### src/rtl/pdm_modulator_mc_if.sv
// Control/status bundle for the multi-channel PDM modulator.
// master: the controller driving enable and setpoints.
// slave:  the modulator itself.
interface pdm_modulator_mc_if #(
  parameter int CHANNELS  = 4,
  parameter int MOD_WIDTH = 8,
  parameter int DIV_WIDTH = 16
) ();
  logic                          ena;
  logic [DIV_WIDTH-1:0]          div_setpoint;
  logic [CHANNELS*MOD_WIDTH-1:0] mod_setpoint;
  logic [CHANNELS-1:0]           pdm_out;
  logic                          start_strobe;
  logic                          busy;

  modport master (
    output ena, div_setpoint, mod_setpoint,
    input  pdm_out, start_strobe, busy
  );

  modport slave (
    input  ena, div_setpoint, mod_setpoint,
    output pdm_out, start_strobe, busy
  );
endinterface

### src/rtl/pdm_modulator_mc.sv
// Multi-channel first-order sigma-delta PDM generator.
// One shared prescaler and frame counter; per-channel double-buffered
// setpoint and accumulator live in pdm_modulator_mc_lane.
// Optional build macro PDM_DITHER_EN: per-frame LFSR reload of the
// accumulators to randomise pattern phase (ones per frame unchanged).

module pdm_modulator_mc_lane #(
  parameter int MOD_WIDTH = 8
) (
  input  logic                 clk,
  input  logic                 rst,
  input  logic                 run,
  input  logic                 tick,
  input  logic                 ld_shadow,
  input  logic                 reseed,
  input  logic [MOD_WIDTH-1:0] seed,
  input  logic [MOD_WIDTH-1:0] setpoint,
  output logic                 pdm
);
  logic [MOD_WIDTH-1:0] shadow, acc, acc_base;
  logic [MOD_WIDTH:0]   sum;

  assign acc_base = reseed ? seed : acc;
  assign sum      = {1'b0, acc_base} + {1'b0, shadow};

  // Shadow follows the live setpoint when idle, otherwise only at frame end.
  always_ff @(posedge clk or posedge rst) begin
    if (rst)            shadow <= '0;
    else if (ld_shadow) shadow <= setpoint;
  end

  // Accumulate on each tick; the carry is the PDM bit. Disable clears.
  always_ff @(posedge clk or posedge rst) begin
    if (rst) begin
      acc <= '0;
      pdm <= 1'b0;
    end else if (!run) begin
      acc <= '0;
      pdm <= 1'b0;
    end else if (tick) begin
      acc <= sum[MOD_WIDTH-1:0];
      pdm <= sum[MOD_WIDTH];
    end
  end
endmodule

module pdm_modulator_mc #(
  parameter int CHANNELS  = 4,
  parameter int MOD_WIDTH = 8,
  parameter int DIV_WIDTH = 16
) (
  input logic                  clk,
  input logic                  rst,
  pdm_modulator_mc_if.slave    bus
);
  localparam logic [MOD_WIDTH-1:0] FRAME_LAST = '1;

  logic                                busy_q, strobe_q;
  logic [DIV_WIDTH-1:0]                presc;
  logic [MOD_WIDTH-1:0]                frame_cnt;
  logic                                tick, frame_first, frame_last;
  logic                                ld_shadow, reseed;
  logic [CHANNELS-1:0]                 pdm;
  logic [CHANNELS-1:0][MOD_WIDTH-1:0]  seed;

  // ena low gates the tick so a falling enable always wins over output update.
  assign tick        = busy_q & bus.ena & (presc >= bus.div_setpoint);
  assign frame_first = (frame_cnt == '0);
  assign frame_last  = (frame_cnt == FRAME_LAST);
  assign ld_shadow   = ~busy_q | (tick & frame_last);

  assign bus.busy         = busy_q;
  assign bus.start_strobe = strobe_q;
  assign bus.pdm_out      = pdm;

  // Shared prescaler, frame counter and frame-start strobe.
  always_ff @(posedge clk or posedge rst) begin
    if (rst) begin
      busy_q    <= 1'b0;
      presc     <= '0;
      frame_cnt <= '0;
      strobe_q  <= 1'b0;
    end else begin
      busy_q <= bus.ena;
      if (!bus.ena || !busy_q) begin
        presc     <= '0;
        frame_cnt <= '0;
        strobe_q  <= 1'b0;
      end else begin
        presc    <= tick ? '0 : presc + DIV_WIDTH'(1);
        strobe_q <= tick & frame_first;
        if (tick) frame_cnt <= frame_cnt + MOD_WIDTH'(1);
      end
    end
  end

`ifdef PDM_DITHER_EN
  logic [15:0] lfsr;
  logic [31:0] lfsr_dbl;

  // x^16+x^14+x^13+x^11+1 Fibonacci LFSR, stepped once per tick.
  always_ff @(posedge clk or posedge rst) begin
    if (rst)       lfsr <= 16'hACE1;
    else if (tick) lfsr <= {lfsr[14:0], lfsr[15] ^ lfsr[13] ^ lfsr[12] ^ lfsr[10]};
  end

  assign lfsr_dbl = {lfsr, lfsr};
  assign reseed   = tick & frame_first & (MOD_WIDTH <= 16);

  for (genvar c = 0; c < CHANNELS; c++) begin : g_seed
    localparam int ROT = c % 16;
    if (MOD_WIDTH <= 16) begin : g_rot
      logic [15:0] rot;
      // Upper half of the doubled word is the LFSR rotated left by ROT.
      assign rot     = lfsr_dbl[31-ROT -: 16];
      assign seed[c] = rot[MOD_WIDTH-1:0];
    end else begin : g_none
      assign seed[c] = '0;
    end
  end
`else
  assign reseed = 1'b0;
  assign seed   = '0;
`endif

  for (genvar c = 0; c < CHANNELS; c++) begin : g_lane
    pdm_modulator_mc_lane #(.MOD_WIDTH(MOD_WIDTH)) u_lane (
      .clk       (clk),
      .rst       (rst),
      .run       (bus.ena),
      .tick      (tick),
      .ld_shadow (ld_shadow),
      .reseed    (reseed),
      .seed      (seed[c]),
      .setpoint  (bus.mod_setpoint[c*MOD_WIDTH +: MOD_WIDTH]),
      .pdm       (pdm[c])
    );
  end
endmodule

### src/flat_wrapper.sv
// flat-port wrapper written by rule: the top's interface ports become plain ports
module pdm_modulator_mc_flat 
#(
  parameter int CHANNELS  = 4,
  parameter int MOD_WIDTH = 8,
  parameter int DIV_WIDTH = 16
)
  (clk, rst, bus_ena, bus_div_setpoint, bus_mod_setpoint, bus_pdm_out, bus_start_strobe, bus_busy);
  pdm_modulator_mc_if #(.CHANNELS(CHANNELS), .MOD_WIDTH(MOD_WIDTH), .DIV_WIDTH(DIV_WIDTH)) bus_i ();
  input logic clk;
  input logic rst;
  input wire logic [$bits(bus_i.ena)-1:0] bus_ena;
  input wire logic [$bits(bus_i.div_setpoint)-1:0] bus_div_setpoint;
  input wire logic [$bits(bus_i.mod_setpoint)-1:0] bus_mod_setpoint;
  output wire logic [$bits(bus_i.pdm_out)-1:0] bus_pdm_out;
  output wire logic [$bits(bus_i.start_strobe)-1:0] bus_start_strobe;
  output wire logic [$bits(bus_i.busy)-1:0] bus_busy;
  assign bus_i.ena = bus_ena;
  assign bus_i.div_setpoint = bus_div_setpoint;
  assign bus_i.mod_setpoint = bus_mod_setpoint;
  assign bus_pdm_out = bus_i.pdm_out;
  assign bus_start_strobe = bus_i.start_strobe;
  assign bus_busy = bus_i.busy;
  pdm_modulator_mc #(.CHANNELS(CHANNELS), .MOD_WIDTH(MOD_WIDTH), .DIV_WIDTH(DIV_WIDTH)) u_core (.clk(clk), .rst(rst), .bus(bus_i));
endmodule
### config.mk
export PLATFORM = sky130hd
export DESIGN_NAME = pdm_modulator_mc_flat
export DESIGN_NICKNAME = d
export VERILOG_FILES = /design/src/rtl/pdm_modulator_mc_if.sv /design/src/rtl/pdm_modulator_mc.sv /design/src/flat_wrapper.sv
export SDC_FILE = /design/constraint.sdc
export NUM_CORES = 1
export LEC_CHECK = 0
export CAP_MARGIN = 10
export CORE_MARGIN = 5
export CORE_UTILIZATION = 50
export DETAILED_ROUTE_END_ITERATION = 8
export PLACE_DENSITY = 0.81
export SETUP_SLACK_MARGIN = 0.4
export SYNTH_ARGS = -nofsm -noshare
export SYNTH_HDL_FRONTEND = slang
export SYNTH_SLANG_ARGS = --single-unit
### constraint.sdc
create_clock -name clk -period 4.04 [get_ports clk]
set_input_delay 0.808 -clock clk [delete_from_list [all_inputs] [get_ports clk]]
set_output_delay 0.808 -clock clk [all_outputs]
set_load 0.1 [all_outputs]
# Word level (Yosys, flattened, before mapping)
# Index checks and enable logic that the tools add are counted.
word_totals:
  ff_bits: 94
  out_inout_bits: 6
  elab_cells: 57
op_classes:
  addsub: 6
  magnitude_cmp: 1
  eq_ne: 2
  muxes: 21
  n_bitwise: 6
  n_reduce_logical: 5
ops:
  columns: ["cell", "n"]
  rows:
  - ["8-bit 2-to-1 mux", 10]
  - ["8-bit by 8-bit adder with 9-bit output", 4]
  - ["16-bit 2-to-1 mux", 2]
  - ["16-bit by 1-bit adder with 16-bit output (second input constant)", 1]
  - ["16-bit greater-or-equal comparator", 1]
  - ["1-bit 2-to-1 mux", 9]
  - ["8-bit by 1-bit adder with 8-bit output (second input constant)", 1]
  - ["8-bit equality test (second input constant)", 1]
  - ["8-bit zero test", 1]
  - ["1-bit bitwise AND", 4]
  - ["1-bit zero test", 2]
  - ["2-bit by 1-bit inequality test with 1-bit output (second input constant)", 1]
  - ["2-bit nonzero test", 1]
  - ["1-bit logical OR", 1]
  - ["1-bit NOT", 1]
  - ["1-bit bitwise OR", 1]

# Depth between registers and ports, before layout
# Gate-level depths: netlist of the first run.
logic_depth:
  depth_word: 4
  depth_mapped: 10

# Modules after synthesis
# A second synthesis of the first run with hierarchy kept.
unflattened:
  hier_cells: 581
  area_unflattened_um2: 6140.9
modules_own_cells:
  columns: ["module", "instances", "cells_each", "area_per_inst_um2"]
  rows:
  - ["pdm_modulator_mc_lane", 4, 97, 1106.1]
  - ["pdm_modulator_mc", 1, 193, 1716.6]

# Worst setup path after synthesis of the first run
# OpenSTA, ideal clock, no wires.
synth_path:
  path_type: "in2reg"
  startpoint: "in bus_div_setpoint[2]"
  endpoint: "reg u_core.g_lane[0].u_lane.shadow[0]"
  arrival_time_ps: 2404
  path_slack_ps: 1511
  path_stages: 9
  cell_sequence: "inv_1 -> ha_1 -> a211oi_2 -> o21ai_1 -> a21oi_2 -> o21ai_4 -> a21boi_4 -> buf_6 -> mux2_4"
synth_via:
  elab_chain_len: 4
synth_rtl:
  columns: ["element", "line", "source"]
  rows:
  - ["start, declared", "flat_wrapper.sv:13", "input wire logic [$bits(bus_i.div_setpoint)-1:0] bus_div_setpoint;"]
  - ["16-bit greater-or-equal comparator", "pdm_modulator_mc.sv:67", "assign tick = busy_q & bus.ena & (presc >= bus.div_setpoint);"]
  - ["1-bit bitwise AND", "pdm_modulator_mc.sv:67", null]
  - ["1-bit bitwise AND", "pdm_modulator_mc.sv:70", "assign ld_shadow = ~busy_q | (tick & frame_last);"]
  - ["1-bit bitwise OR", "pdm_modulator_mc.sv:70", null]
  - ["end signal, assigned", "pdm_modulator_mc.sv:29", "else if (ld_shadow) shadow <= setpoint;"]
  - ["end, declared", "pdm_modulator_mc.sv:20", "logic [MOD_WIDTH-1:0] shadow, acc, acc_base;"]
# No other way between the ends.
# A chain may end at the register's enable or synchronous reset.

# Worst setup path in the final report of the first run
layout_path:
  startpoint: "in bus_div_setpoint[7]"
  endpoint: "reg u_core.presc[12]"
layout_via:
  elab_chain_len: 4
layout_rtl:
  columns: ["element", "line", "source"]
  rows:
  - ["16-bit greater-or-equal comparator", "pdm_modulator_mc.sv:67", null]
  - ["1-bit bitwise AND", "pdm_modulator_mc.sv:67", null]
  - ["16-bit 2-to-1 mux", "pdm_modulator_mc.sv:90", "presc <= tick ? '0 : presc + DIV_WIDTH'(1);"]
  - ["16-bit 2-to-1 mux", "pdm_modulator_mc.sv:85", "if (!bus.ena || !busy_q) begin"]
  - ["end signal, assigned", "pdm_modulator_mc.sv:90", null]
  - ["end, declared", "pdm_modulator_mc.sv:59", "logic [DIV_WIDTH-1:0] presc;"]
# No other way between the ends.

==> results of run 1 <==
## flip-flops by register name, summed over array words and instances (netlist names)
register	count
u_core.bus.busy	1
u_core.bus.start_strobe	1
u_core.frame_cnt	8
u_core.g_lane.u_lane.acc	32
u_core.g_lane.u_lane.pdm	4
u_core.g_lane.u_lane.shadow	32
u_core.presc	16
## synth_stat cells (2+ instances only)
cell type  number
inv_1          21
a32o_1          4
xnor2_1        15
nand2b_1        3
and3_1          6
and3b_1         4
a31o_2          7
a31oi_1         4
nor3_1          5
and2_1          5
o21ai_0        28
a21o_1          8
clkbuf_1        9
o21ai_1         8
mux2_4         30
mux2i_1        20
nand2_1        55
o2111ai_1       4
nand4_1        11
fa_1            4
a21oi_1        20
a211oi_2        4
dfrtp_1        94
buf_6           7
ha_1           51
or3_1           4
buf_4           4
mux2_2          2
nand3_1        25
nor2_1         38
xor2_1         16
a211o_1         4
or2_2           4
## per-layer routing
layer | wire length, microns | up-vias | part of all wire, % | global-route usage, %
met2 | 5700 | 75 | 51 | 31.2
met3 | 440 | 15 | 3.9 | 4.25
met1 | 4920 | 2004 | 44 | 22.2
met4 | 183 | 0 | 1.6 | 5.96
li1 | - | 1993 | - | -
met5 | 0 | - | 0 | 0
## cell type report
cell class                      count  share of cell area [%]
Clock buffer                       11                    3.67
Tap cell                          143                    2.70
Inverter                           21                    1.21
Timing Repair Buffer               62                    9.34
Multi-Input combinational cell    399                    46.7
Clock inverter                      5                   0.870
Sequential cell                    94                    35.5
## worst max path at each step
stage / slack [ns] / depth (start not counted) / endpoint
detailed placement: 0.61 / 10 / u_core.presc[12]
global route: 0.72 / 10 / u_core.presc[7]
floorplan: 0.78 / 1 / u_core.bus.busy
CTS: 0.94 / 10 / u_core.presc[12]
finish: 0.94 / 10 / u_core.presc[12]
global placement: 0.72 / 10 / u_core.presc[11]
## layout by cell type (no fill, tap or decap), drive strengths merged, types with 5 or more instances in the layout
master / synthesis / routed
dfrtp: 94 / 94
clkdlybuf4s50: 0 / 56
nand2: 55 / 55
ha: 51 / 51
nor2: 38 / 38
o21ai: 37 / 37
mux2: 32 / 32
nand3: 25 / 25
a21oi: 21 / 21
inv: 21 / 21
mux2i: 20 / 20
xor2: 16 / 16
xnor2: 15 / 15
nand4: 11 / 11
clkbuf: 10 / 11
a21o: 8 / 8
a31o: 7 / 7
and3: 6 / 6
and2: 6 / 6
nor3: 6 / 6
buf: 13 / 6
a211oi: 5 / 5
or2: 5 / 5
## stage by stage
stage / hold slack, ns / utilization, %
after detailed placement: 0.504 / 56.1
final: 0.523 / 58.7
after global routing: 0.541 / 58.7
after global placement: 0.501 / 56.1
after CTS: 0.526 / 58.7
after floorplan: 0.463 / -
## cell families after synthesis
logic type	synth area share [%]
compound gates	11.2
fa+ha+maj	12.6
buf+inv	4.33
flops	41.4
simple gates	13.9
xor+xnor	4.77
mux	11.8
## power groups by stage
stage | Clock (uW) | Combinational (uW) | Sequential, uW
6_report | 853 | 257 | 1000
3_3_place_gp | 0 | 247 | 1020
4_1_cts | 870 | 260 | 1000
2_1_floorplan | 0 | 171 | 1010
5_1_grt | 907 | 284 | 1010
3_5_place_dp | 0 | 257 | 1020
==> reports/results.ini, run 1 <==
[run_status]
status=finished, final reports clean

[critical_path]
reg2reg_from=u_core.presc[7]
cp_top_family=simple AND/OR/NAND/NOR gates
critPathArrivalTime_ns=3.30
critPathLaunchType=input port
timing.critical_path.buf_inv=3
slowest_stage=or2_1
rr_worst_depth=8
cp_max_fo=26
regToRegSetupSlack_ns=1.44
path_class=input port to flip-flop
worstPathCellList=clkdlybuf4s50_1 > inv_1 > ha_1 > nand2_1 > nor3_2 > a21oi_2 > o21ai_4 > buf_4 > or2_1 > nor2_1
crit_start=bus_div_setpoint[7]
crit_required_ns=4.24
critical_path.max_stage_delay_ns=0.51
endpoint_kind=flip-flop
r2r_end=u_core.presc[12]

[grt]
grt_overflow=0
antenna_found_initial=0
grtUsageTotal_pct=18.0
grt_pass1_wl_microns=19600
grt_pass1_vias=4285
grt_max_degree=59

[clock_network]
ctsHoldBuffers=0
post-cts-setup-buffer-count=0
cts_resized=0
h-tree-depth=3
insertion_delay_ns=0.34
clock-sinks=94
cts_buffer_depth=2
cts-root-buf=clkbuf_16
cts_tree=done
clk_pin_slew_ns=0.06
cts_buffers=9

[cells_and_area]
fillCellCount=906
syn_to_final_growth_pct=16.4
stdcell_area_sq_um=6620
drive_gt1_share_pct=12.5
final_nets=693
area.sequential_sq_um=2350
multi_input_area_sq_um=3090
final_cells=735
antenna_cells=0

[drt]
dr.pass1.iters=4
drcViolationCount=0
vias_per_cell=5.56
totalWireLength_microns=11200
num_vias=4087
wl_per_cell_microns=15.3
drt_iter0_drc=233
final_antenna_net_count=0

[pwr]
clock_power_share_pct=40.4
powerDensity_nw_per_um2=319
total_power_uw=2110
seq_power_share_pct=47.5
internal_power_uw=1610
p_leak_uw=0.00311
swShare_pct=23.6
combPwrFrac_pct=12.2
netSwitchingPower_uw=499
ir_worst_vdd_mv=0.257

[place]
gp_congestion=0.813
portBuffers=56
hpwl_microns=7770
place_ws_ns=0.613
dp.cells=719
dpl_cell_area_sq_um=6320

[run]
maxCapViolCount=0

[synth]
syn_area_sq_um=5690
synthArstFlopShare_pct=100
yosysSeqAreaShare_pct=41.4
synth_top_area_cell=dfrtp_1
syn_nets=643
yosysUniqueCellTypes=46
synth_edf_count=0
yosysWarningCount=0
synth_area_leaders=dfrtp_1 41%, ha_1 11%, mux2_4 7.9%
syn_inst=537
netlist.area_leader.share_pct=41.4
synth-seq-cells=94
synth_area_per_cell_sq_um=10.6
synth-main-ff-cell=dfrtp_1

[timing]
fmax_mhz=323
fin_skew_ns=0.00688
setup_tns_ns=0
maxSlewViolCount=0
relSlewSlack_pct=34.2
fin_ws_ns=0.945
min_period_ns=3.10
rsz0062_at_grt=false
worstMarginPinSlew_ns=0.986
hold_viol_final=0
setup_viol=0
post-route-period-util_pct=76.6

[floorplan]
core_sq_um=11300
pin_count=57
die_y_microns=117
die-area_sq_um=13600
rows=39
start_util_pct=50.5
die_w_microns=117

[min_path]
min_from=u_core.g_lane[3].u_lane.shadow[5]
hold_path_end=u_core.g_lane[3].u_lane.shadow[5]
hold_path_depth=1
hold_class=flip-flop to flip-flop

No activity file was read; power rests on OpenSTA's default activity.
==> inputs of run 2 (changes only) <==
- clock period: 4.04 -> 3.1 ns (I/O delays scaled with it)
==> reports/results.ini, run 2 (same netlist as run 1, synthesis figures left out) <==
[timing]
relSlewSlack_pct=65.5
hold_viol_final=0
setup_tns_ns=0
rsz0062_at_grt=false
post-route-period-util_pct=83.8
fmax_mhz=385
setup_viol=0
maxSlewViolCount=0
min_period_ns=2.60
worstMarginPinSlew_ns=0.518
fin_skew_ns=0.00617

[critical_path]
r2r_end=u_core.g_lane[3].u_lane.pdm
reg2reg_from=u_core.g_lane[3].u_lane.shadow[0]
regToRegSetupSlack_ns=0.66
rr_worst_depth=8
path_class=input port to flip-flop
timing.critical_path.buf_inv=3
critical_path.max_stage_delay_ns=0.46
critPathArrivalTime_ns=2.83
worstPathCellList=clkdlybuf4s50_1 > inv_1 > ha_1 > a211oi_2 > o21ai_1 > a21oi_2 > o21ai_4 > a21boi_4 > buf_12 > mux2_2
cp_top_family=compound AO/OA/AOI/OAI gates
cp_max_fo=19
critPathLaunchType=input port
endpoint_kind=flip-flop
crit_required_ns=3.33
crit_cells=10
slowest_stage=clkdlybuf4s50_1

[min_path]
hold_path_depth=1
min_from=u_core.g_lane[1].u_lane.shadow[4]
hold_class=flip-flop to flip-flop
hold_path_end=u_core.g_lane[1].u_lane.shadow[4]

[drt]
vias_per_cell=5.52
dr.pass1.iters=4
drt_iter0_drc=183
final_antenna_net_count=0
wl_per_cell_microns=15.6
num_vias=4074
totalWireLength_microns=11500
drcViolationCount=0

[floorplan]
pin_count=57
die_w_microns=117
core_sq_um=11300
start_util_pct=50.5
die_y_microns=117
die-area_sq_um=13600
rows=39

[cells_and_area]
antenna_cells=0
syn_to_final_growth_pct=17.6
final_nets=697
mostFrequentLayoutCells=94 x dfrtp_1, 55 x nand2_1, 51 x ha_1
reg_top3=u_core.g_lane.u_lane.acc (32), u_core.g_lane.u_lane.shadow (32), u_core.presc (16)
fin_util_pct=59.3
final_common_cell=dfrtp_1
drive_gt1_share_pct=14.3

[pwr]
seq_power_share_pct=47.7
combPwrFrac_pct=12.5
p_leak_uw=0.00315
swShare_pct=23.3
internal_power_uw=2100
ir_worst_vdd_mv=0.256
netSwitchingPower_uw=638
powerDensity_nw_per_um2=409
clock_power_share_pct=39.8

[grt]
grt_pass1_wl_microns=19500
grt_max_degree=95
grtUsageTotal_pct=17.9
grt_overflow=0
grt_pass1_vias=4387
antenna_found_initial=0

[clock_network]
insertion_delay_ns=0.34
cts_buffers=9
cts_buffer_depth=2
cts-root-buf=clkbuf_16
clk_pin_slew_ns=0.06
cts_tree=done
clock-sinks=94
h-tree-depth=3

[place]
gp_congestion=0.809
portBuffers=56
hpwl_microns=8100

[run_status]
status=finished, final reports clean

[run]
maxCapViolCount=0

==> run 2: worst max path at each step <==
| stage | startpoint | end | slack (ns) |
|---|---|---|---|
| 2_1_floorplan | bus_div_setpoint[2] | u_core.g_lane[0].u_lane.shadow[0] | 0.76 |
| 3_3_place_gp | bus_div_setpoint[11] | u_core.g_lane[0].u_lane.shadow[5] | 0.16 |
| 3_5_place_dp | bus_div_setpoint[11] | u_core.g_lane[0].u_lane.shadow[5] | 0.11 |
| 4_1_cts | bus_div_setpoint[11] | u_core.g_lane[0].u_lane.shadow[5] | 0.47 |
| 5_1_grt | bus_div_setpoint[2] | u_core.g_lane[0].u_lane.shadow[6] | 0.40 |
| 6_report | bus_div_setpoint[2] | u_core.g_lane[0].u_lane.shadow[5] | 0.50 |
==> run 2: metrics by stage <==
step	cell area [sq um]	hold slack [ns]	cells	worst slack (ns)	total power (uW)
after floorplan	5690	0.463	537	0.759	1540
after global placement	6370	0.494	722	0.162	1650
after detailed placement	6370	0.503	722	0.114	1670
after CTS	6660	0.521	737	0.469	2770
after global routing	6690	0.534	738	0.400	2850
final	6690	0.521	738	0.501	2740
==> run 2: area by class of cell <==
type | instances | area [sq um]
fillers | 911 | 4580
multi-input cells | 399 | 3090
flip-flops and latches | 94 | 2350
repair buffers | 66 | 692
clock buffers | 11 | 243
well taps | 143 | 179
inverters | 21 | 82.6
clock inverters | 4 | 47.5
==> run 2: power groups by stage <==
stage                     combinational [uW]  sequential, uW  clock, uW
after detailed placement                 342            1330          0
after floorplan                          224            1320          0
after global placement                   326            1330          0
after CTS                                344            1310       1120
after global routing                     375            1310       1160
final                                    341            1310       1090
==> run 2: per-layer routing <==
metal / GRT usage, % / part of all wire [%] / vias up / wire length, microns
li1: - / - / 2010 / -
met1: 21.5 / 43 / 1979 / 4990
met2: 31.7 / 51 / 69 / 5870
met3: 2.85 / 3.7 / 16 / 430
met4: 8.03 / 1.7 / 0 / 195
met5: 0 / 0 / - / 0
==> run 2: worst reg2reg max path: stages, from the launching register on <==
cell and delay, ns:
dfrtp_1 0.38, ha_1 0.23, fa_1 0.43, a211oi_1 0.33
nor2_1 0.11, or3_1 0.36, a31o_2 0.24, a21oi_1 0.14
mux2i_1 0.09
==> run 2: what timing repair did <==
item / in CTS / in global routing
hold buffers: 0 / 0
endpoints found under the setup margin: 0 / 61
buffers inserted: 0 / 0
gates resized for setup: 0 / 3
==> inputs of run 3 (changes only) <==
- PLACE_DENSITY: 0.81 -> 0.84
- clock period: 3.1 -> 2.2 ns (I/O delays scaled with it)
==> reports/results.ini, run 3 (same netlist as run 1, synthesis figures left out) <==
[run_status]
violations=setup timing
status=finished with violations

[clock_network]
cts_tree=done
cts_buffers=9
clock-sinks=94
cts_buffer_depth=2
insertion_delay_ns=0.34
h-tree-depth=3
ctsHoldBuffers=0
cts-root-buf=clkbuf_16
clk_pin_slew_ns=0.07

[timing]
relSlewSlack_pct=59.5
maxSlewViolCount=0
hold_viol_final=0
setup_viol=11
fin_skew_ns=0.00841
min_period_ns=2.36
worstMarginPinSlew_ns=0.607
post-route-period-util_pct=107
fin_ws_ns=-0.161
rsz0062_at_grt=true
fmax_mhz=424

[critical_path]
critical_path.max_stage_delay_ns=0.40
critPathLaunchType=flip-flop
cp_max_fo=2
critPathArrivalTime_ns=2.59
slowest_stage=dfrtp_1
path_class=flip-flop to flip-flop
crit_start=u_core.g_lane[2].u_lane.shadow[0]
endpoint_kind=flip-flop
crit_required_ns=2.43
worstPathCellList=ha_2 > fa_2 > a211oi_2 > nor2_1 > or3_4 > a31o_4 > a21oi_2 > mux2i_1
reg2reg_from=u_core.g_lane[2].u_lane.shadow[0]

[place]
hpwl_microns=9040
gp_congestion=0.824
portBuffers=56
dpl_cell_area_sq_um=6710

[drt]
totalWireLength_microns=17200
num_vias=4916
final_antenna_net_count=0
wl_per_cell_microns=21.1
drt_iter0_drc=363
dr.pass1.iters=6
vias_per_cell=6.00
drcViolationCount=0

[grt]
grt_overflow=0
grt_max_degree=32
grtUsageTotal_pct=23.8
antenna_found_initial=0
grt_pass1_wl_microns=25100
grt_pass1_vias=5109

[floorplan]
start_util_pct=50.5
die_w_microns=117
rows=39
die_y_microns=117
pin_count=57
die-area_sq_um=13600
core_sq_um=11300

[cells_and_area]
reg_top3=u_core.g_lane.u_lane.acc (32), u_core.g_lane.u_lane.shadow (32), u_core.presc (16)
syn_to_final_growth_pct=45.5
drive_gt1_share_pct=41.0
final_nets=777
antenna_cells=0
fillCellCount=643
final_common_cell=dfrtp_1
mostFrequentLayoutCells=84 x dfrtp_1, 55 x buf_4, 47 x nand2_1
stdcell_area_sq_um=8270

[pwr]
p_leak_uw=0.00374
total_power_uw=4080
powerDensity_nw_per_um2=493
ir_worst_vdd_mv=0.341

[min_path]
hold_class=input port to async pin

[run]
maxCapViolCount=0

-- run 3: cell count changes in the layout (fill, tap and decap cells not counted), moves of 10 or more --
cell,before,now
nor2_4,0,18
dlygate4sd2_1,0,16
dfrtp_2,0,10
inv_1,20,7
clkdlybuf4s50_1,50,34
buf_6,1,21
o21ai_2,0,17
nor2_1,38,19
ha_1,51,31
buf_4,10,55
ha_4,0,14
dfrtp_1,94,84
o21ai_0,28,10
-- run 3: layout make-up --
class | instances | area, sq um | area share [%]
multi-input cells | 399 | 3740 | 45.2
inverters | 21 | 105 | 1.27
clock inverters | 3 | 42.5 | 0.514
flip-flops and latches | 94 | 2360 | 28.6
clock buffers | 13 | 260 | 3.15
repair buffers | 146 | 1580 | 19.1
well taps | 143 | 179 | 2.16
-- run 3: worst max-delay path, delay by kind of cell (launching register included) --
kind | cells | cell delay [ns]
compound gates | 3 | 0.68
fa+ha+maj | 2 | 0.61
flops | 1 | 0.40
mux | 1 | 0.08
simple gates | 2 | 0.48
-- run 3: per-stage QoR --
stage | hold WS [ns] | util (%) | TNS (ns) | setup slack (ns) | cells
global placement | 0.510 | 59.5 | -30.93 | -0.432 | 737
floorplan | 0.463 | - | 0 | 0.149 | 537
finish | 0.526 | 73.4 | -0.567 | -0.161 | 819
global route | 0.528 | 73.4 | -2.83 | -0.218 | 819
detailed placement | 0.500 | 59.5 | -35.05 | -0.506 | 737
CTS | 0.525 | 70.0 | -0.235 | -0.0614 | 795
-- run 3: report_power, final --
group / leakage (uW) / total (uW) / switching (uW) / internal, uW
sequential: 0.00122 / 1850 / 56.9 / 1790
combinational: 0.00237 / 618 / 295 / 323
clock: 0.000146 / 1610 / 670 / 943
-- run 3: final timing paths --
path | endpoint | cells past startpoint | slack [ns]
max in group asynchronous | u_core.presc[9] | 3 | 1.03
setup reg to reg | u_core.g_lane[2].u_lane.pdm | 8 | -0.16
hold reg to reg | u_core.g_lane[3].u_lane.shadow[0] | 1 | 0.53
hold / removal | u_core.g_lane[3].u_lane.acc[6] | 2 | 0.53
min in group clk | u_core.g_lane[3].u_lane.shadow[0] | 1 | 0.53
setup / recovery | u_core.g_lane[2].u_lane.pdm | 8 | -0.16
-- run 3: routing by layer --
metal	vias to the layer above	share of wire [%]	GRT usage, %
li1	2184	-	-
met1	2454	37	26.8
met2	204	53	43.0
met3	74	5.2	4.72
met4	0	4.7	11.3
met5	-	0	0
-- run 3: repair_timing --
item | 4_1_cts | 5_1_grt
gates resized for setup | 121 | 47
endpoints found under the setup margin | 93 | 93
gates cloned | 8 | 0
pin swaps | 34 | 26
buffers inserted | 34 | 24
